[src/rtl/rr_arbiter_mux.sv]
// rr_arbiter_mux: N-channel arbitrated multiplexer with a one-entry registered
// output stage and valid/ready handshakes on both sides. Arbitration is either
// round-robin (rotating from the last granted channel) or fixed priority
// (lowest index wins), selected at elaboration time.
module rr_arbiter_mux #(
    parameter int NBits         = 32,
    parameter int NCh           = 4,
    parameter int PRIORITY_MODE = 0
) (
    input  logic                    clk,
    input  logic                    reset,
    input  logic [NCh-1:0]          In_Valid,
    input  logic [NCh*NBits-1:0]    In_Data,
    output logic [NCh-1:0]          In_Ready,
    input  logic                    Flush,
    output logic                    Out_Valid,
    output logic [NBits-1:0]        Out_Data,
    output logic [$clog2(NCh)-1:0]  Out_Sel,
    input  logic                    Out_Ready
);

    localparam int SelW = $clog2(NCh);

    logic             valid_q, valid_d;
    logic [NBits-1:0] data_q,  data_d;
    logic [SelW-1:0]  sel_q,   sel_d;
    logic [SelW-1:0]  ptr_q,   ptr_d;   // last granted channel

    logic             accept;
    logic             found;
    logic [SelW-1:0]  gnt;
    logic             in_xfer;

    // The output slot can take new data when it is empty or being drained,
    // unless a flush is discarding it this cycle.
    assign accept  = !Flush && (!valid_q || Out_Ready);
    assign in_xfer = accept && found;

    // Grant search: round-robin starts just after the last grant and wraps;
    // fixed priority always starts at channel 0.
    always_comb begin
        int              cand;
        logic [SelW-1:0] ci;
        found = 1'b0;
        gnt   = '0;
        cand  = 0;
        ci    = '0;
        for (int k = 0; k < NCh; k++) begin
            cand = (PRIORITY_MODE != 0) ? k : (int'(ptr_q) + 1 + k) % NCh;
            ci   = SelW'(cand);
            if (!found && In_Valid[ci]) begin
                found = 1'b1;
                gnt   = ci;
            end
        end
    end

    // Grant is suppressed while reset is held so no source sees a transfer.
    assign In_Ready = (in_xfer && !reset) ? (NCh'(1) << gnt) : '0;

    // Next state of the output register and the rotation pointer.
    always_comb begin
        valid_d = valid_q;
        data_d  = data_q;
        sel_d   = sel_q;
        ptr_d   = ptr_q;
        if (in_xfer) begin
            valid_d = 1'b1;
            data_d  = In_Data[gnt*NBits +: NBits];
            sel_d   = gnt;
            if (PRIORITY_MODE == 0)
                ptr_d = gnt;
        end else if (Flush || Out_Ready) begin
            valid_d = 1'b0;
        end
    end

    // State registers; the pointer resets to the last channel so the first
    // round-robin search begins at channel 0.
    always_ff @(posedge clk or posedge reset) begin
        if (reset) begin
            valid_q <= 1'b0;
            data_q  <= '0;
            sel_q   <= '0;
            ptr_q   <= SelW'(NCh - 1);
        end else begin
            valid_q <= valid_d;
            data_q  <= data_d;
            sel_q   <= sel_d;
            ptr_q   <= ptr_d;
        end
    end

    assign Out_Valid = valid_q;
    assign Out_Data  = data_q;
    assign Out_Sel   = sel_q;

endmodule

[config.mk]
export PLATFORM = sky130hd
export DESIGN_NAME = rr_arbiter_mux
export DESIGN_NICKNAME = d
export VERILOG_FILES = /design/src/rtl/rr_arbiter_mux.sv
export SDC_FILE = /design/constraint.sdc
export NUM_CORES = 1
export LEC_CHECK = 0
export BUFFER_PORTS_ARGS = -buffer_cell sky130_fd_sc_hd__clkbuf_2
export CAP_MARGIN = 40
export CORE_MARGIN = 2
export CORE_UTILIZATION = 45
export CTS_CLUSTER_DIAMETER = 50
export CTS_CLUSTER_SIZE = 24
export DETAILED_ROUTE_END_ITERATION = 8
export PLACE_DENSITY = 0.86
export SYNTH_ARGS = -nofsm -noshare
export SYNTH_HDL_FRONTEND = slang
export SYNTH_SLANG_ARGS = --single-unit
[constraint.sdc]
create_clock -name clk -period 5.2 [get_ports clk]
set_clock_uncertainty 0.1 [all_clocks]
set_input_delay 1.04 -clock clk [delete_from_list [all_inputs] [get_ports clk]]
set_output_delay 1.04 -clock clk [all_outputs]
set_load 0.005 [all_outputs]
# Yosys cells after proc, flatten, opt, wreduce, memory -nomap -nowiden
# Cells that the tools add are included.
# totals
input_bits	136
elab_cells	48
register_bits	37
output_inout_bits	39
# op_classes
n_mux	19
add_sub_neg	4
n_shift	2
reduce_logical	15
order_cmp	4
# op_table
cell	n
variable part select 128 x 8 -> 32 bit	1
less-than comparator 2 x 3 -> 1 bit (second input constant)	4
two-way mux 1 bit	10
binary-select mux 1 bit (select 2 bit)	4
two-way mux 2 bit	4
adder 2 bit (second input constant)	3
logical AND 1 bit	6
logical NOT 1 bit	6
two-way mux 4 bit	1
<< shifter 1 x 2 -> 4 bit (first input constant)	1
adder 2 x 1 -> 2 bit (second input constant)	1
logical OR 1 bit	2
nonzero test 2 bit	1

# Depth between registers and ports, before layout
# depth
word_depth	16
mapped_depth	8
mapped_depth_nobuf	5

# Least setup slack after synthesis
# Ideal clock, no wire load.
# synth_timing
path_kind	input port to output port
startpoint	input In_Valid[3]
endpoint	output In_Ready[1]
path_slack_ps	1705
path_buffers	2
t_arrival_ps	2355
stages	6
t_required_ps	4060
path_cell_list	buf_6 -> nor2_1 -> a21oi_1 -> o21ai_2 -> buf_2 -> nor4b_1
# synth_between
elab_chain_cells	15
elab_cells_between_ends	26
classes_between	shift: 1; mux: 17; reduce/logical: 8
# synth_lines
element	line	text
start, declared	12	input logic [NCh-1:0] In_Valid,
binary-select mux 1 bit (select 2 bit)	51	if (!found && In_Valid[ci]) begin
two-way mux 1 bit (not written as such)	51	
two-way mux 1 bit	51	
logical NOT 1 bit	51	
logical AND 1 bit	51	
two-way mux 1 bit	51	
logical NOT 1 bit	51	
logical AND 1 bit	51	
two-way mux 1 bit	51	
logical NOT 1 bit	51	
logical AND 1 bit	51	
two-way mux 1 bit	51	
logical AND 1 bit	37	assign in_xfer = accept && found;
logical AND 1 bit	59	assign In_Ready = (in_xfer && !reset) ? (NCh'(1) << gnt) : '0;
two-way mux 4 bit (*)	59	
end, declared	14	output logic [NCh-1:0] In_Ready,
# Mark *: on every way between the ends. The rest lies on a longest branch, timed or not. The select of a mux whose other input is x is not followed.

# Worst setup path after layout
# layout_timing
startpoint	input In_Valid[3]
endpoint	output In_Ready[0]
# The elaborated chain is that of the path after synthesis.

==> metrics.cfg <==
[timing]
fin_crit_sh=0.739
drv_slew=0
max_freq_mhz=260
finalSetupViolCount=0
period_needed_ps=3840
finalSetupTns_ps=0
rsz0062_at_grt=false
maxSlewHeadroom=0.598
hold_viol=0
worstMarginPinSlew_ps=601

[placed_design]
io_buffer_count=174
placed_area_mm2=0.00350
gp_routability_congestion=0.852
place_hpwl_um=6310

[floorplanning]
die_x_um=79.6
die_h_um=79.6
initial_core_util=0.467
io_pins=175
rows=27
coreArea_mm2=0.00551
dieArea_mm2=0.00634

[critical_path]
path_cells=clkbuf_2, nor2_1, o211a_1, a211o_2, and3_1, clkbuf_2
cpMaxStageDelayCell=nor2_1
worst_ep_arrival_time_ps=2700
critPathCaptureType=output port
critPathMaxFanout=27
path_class=in -> out
start_kind=input pin
cp_num_buf_inv=2
cp_top_family=simple AND/OR/NAND/NOR gates
worst_ep_required_time_ps=4060
cpPeakStageDelay_ps=500
cpMostUsedCell=clkbuf_2

[run]
max_cap_violations=0

[global_routing]
grt_overflow=0
grt_use_total=0.273
antenna_found_initial=0
grt_pass1_vias=3038
grt_pass1_wl_um=13800
grt_start_max_net_pins=39

[synthesis]
netlist_top_cells_area=dfrtp_1 34%, a31oi_1 16%, a22oi_1 9.3%
yosys.area.top_type=dfrtp_1
yosysSeqAreaShare=0.361
synth_nets=437
synthCells=301
yosysWarnings=0
synth_cell_types=36
netlist_top_cells_count=65 x a31oi_1, 39 x nor2_1, 35 x dfrtp_1
synth_top_area_share=0.340
ys_async_sr_fraction=1.00
syn_area_mm2=0.00257
avgSynthCellArea_um2=8.55
synth_edf_count=0
synth_flop_cell=dfrtp_1
ys_ff_latch=37
yosys.cell_count.top_type=a31oi_1

[drt]
ant_nets=0
drtIter0Drc=216
dr.pass1.iters=5
wl_per_cell_um=15.9
avgViaCountPerCell=5.75
wirelength_um=8500
drc=0
num_vias=3072

[pwr]
powerDensity_mw_per_mm2=339
p_leak_nw=1.77
peakVddDrop_uv=170

[clocking]
cts_buffers=5
clock-sinks=37
cts_tree=yes
clk_pin_slew_worst_paths_ps=70
cts-resized-gates=0
htreeDepth=2
max-clock-path-buffers=2
post_cts_buffers=0
postCtsHoldBufs=0
clkLatencyLatePin_ps=280
root_buffer=clkbuf_8

[finish]
areaGrowthSynthToFinish_pct=40.7
final_nets=597
antenna_cells=0
fin_area_mm2=0.00362
drive_gt1_frac=0.470

[outcome]
status=finished, final reports clean

[min_path]
hp-class=reg -> reg

## placed cells by master (no fill, tap or decap), types with 2 or more instances in the layout
master	instances
a21oi_1	5
a22oi_1	32
a31oi_1	65
and3_1	3
buf_4	9
clkbuf_2	174
clkbuf_8	6
dfrtp_1	35
dfstp_2	2
inv_1	30
nand2_1	3
nor2_1	39
nor2b_1	2
nor4_1	13
nor4_2	13
nor4b_1	7
o211a_1	2
o21ai_0	2
## kinds of logic (layout without fill, tap and decap cells)
logic type / count (synthesis) / after routing / synth area share
AO/OA/AOI/OAI: 116 / 116 / 0.316
buffers and inverters: 62 / 223 / 0.110
flip-flops: 37 / 37 / 0.361
multiplexers: 2 / 2 / 0.00827
AND/OR/NAND/NOR: 84 / 84 / 0.205
## final timing paths
path                                         from                        to  slack (ps)  cells past startpoint
hold / removal             Out_Sel[0]$_DFFE_PP0P_    Out_Sel[0]$_DFFE_PP0P_         440                      2
min in group asynchronous                   reset     Out_Valid$_DFFE_PP0P_         810                      3
setup / recovery                      In_Valid[3]               In_Ready[0]        1360                      6
setup reg to reg             ptr_q[1]$_DFFE_PP1P_  Out_Data[26]$_DFFE_PP0P_        2500                      7
max in group asynchronous                   reset      ptr_q[1]$_DFFE_PP1P_        3820                      3
hold reg to reg            Out_Sel[0]$_DFFE_PP0P_    Out_Sel[0]$_DFFE_PP0P_         440                      2
## power breakdown
group	internal, mW	switching [mW]	leakage, nW	total, mW
clock	0.156	0.0999	0.0585	0.256
sequential	0.368	0.0541	0.415	0.422
combinational	0.242	0.305	1.30	0.547
total	0.766	0.459	1.77	1.23
## metrics by stage
step	utilization	setup WS [ps]	hold slack, ps	instances	power, mW
3_3_place_gp	0.629	1470	411	524	0.939
4_1_cts	0.657	1380	450	534	1.23
3_5_place_dp	0.636	1380	423	526	0.972
5_1_grt	0.657	1240	469	534	1.31
2_1_floorplan	-	1700	405	301	0.755
6_report	0.657	1360	441	534	1.23
## layout make-up
type,instances,area [um2]
inverters,30,113
flip-flops and latches,37,928
well taps,72,90.1
multi-input cells,202,1390
repair buffers,185,977
clock buffers,7,86.3
fillers,500,1890
clock inverters,1,30.0
## routing by layer
layer	share of wire	global-route usage	routed length [um]	vias up
met5	0	0	0	-
met4	0.011	0.0897	97	0
met3	0.092	0.0781	779	10
met2	0.51	0.480	4370	154
met1	0.38	0.318	3250	1445
li1	-	-	-	1463
## worst min-delay path: cells and delay by family, from the launching register on
kind	cells	cell delay (ps)
flip-flops	1	350
AO/OA/AOI/OAI	1	110
AND/OR/NAND/NOR	1	50
## state kept, by name, summed over array words and instances (netlist names)
signal,count
Out_Valid,1
ptr_q,2
Out_Data,32
Out_Sel,2
(Power assumes the default switching activity.)
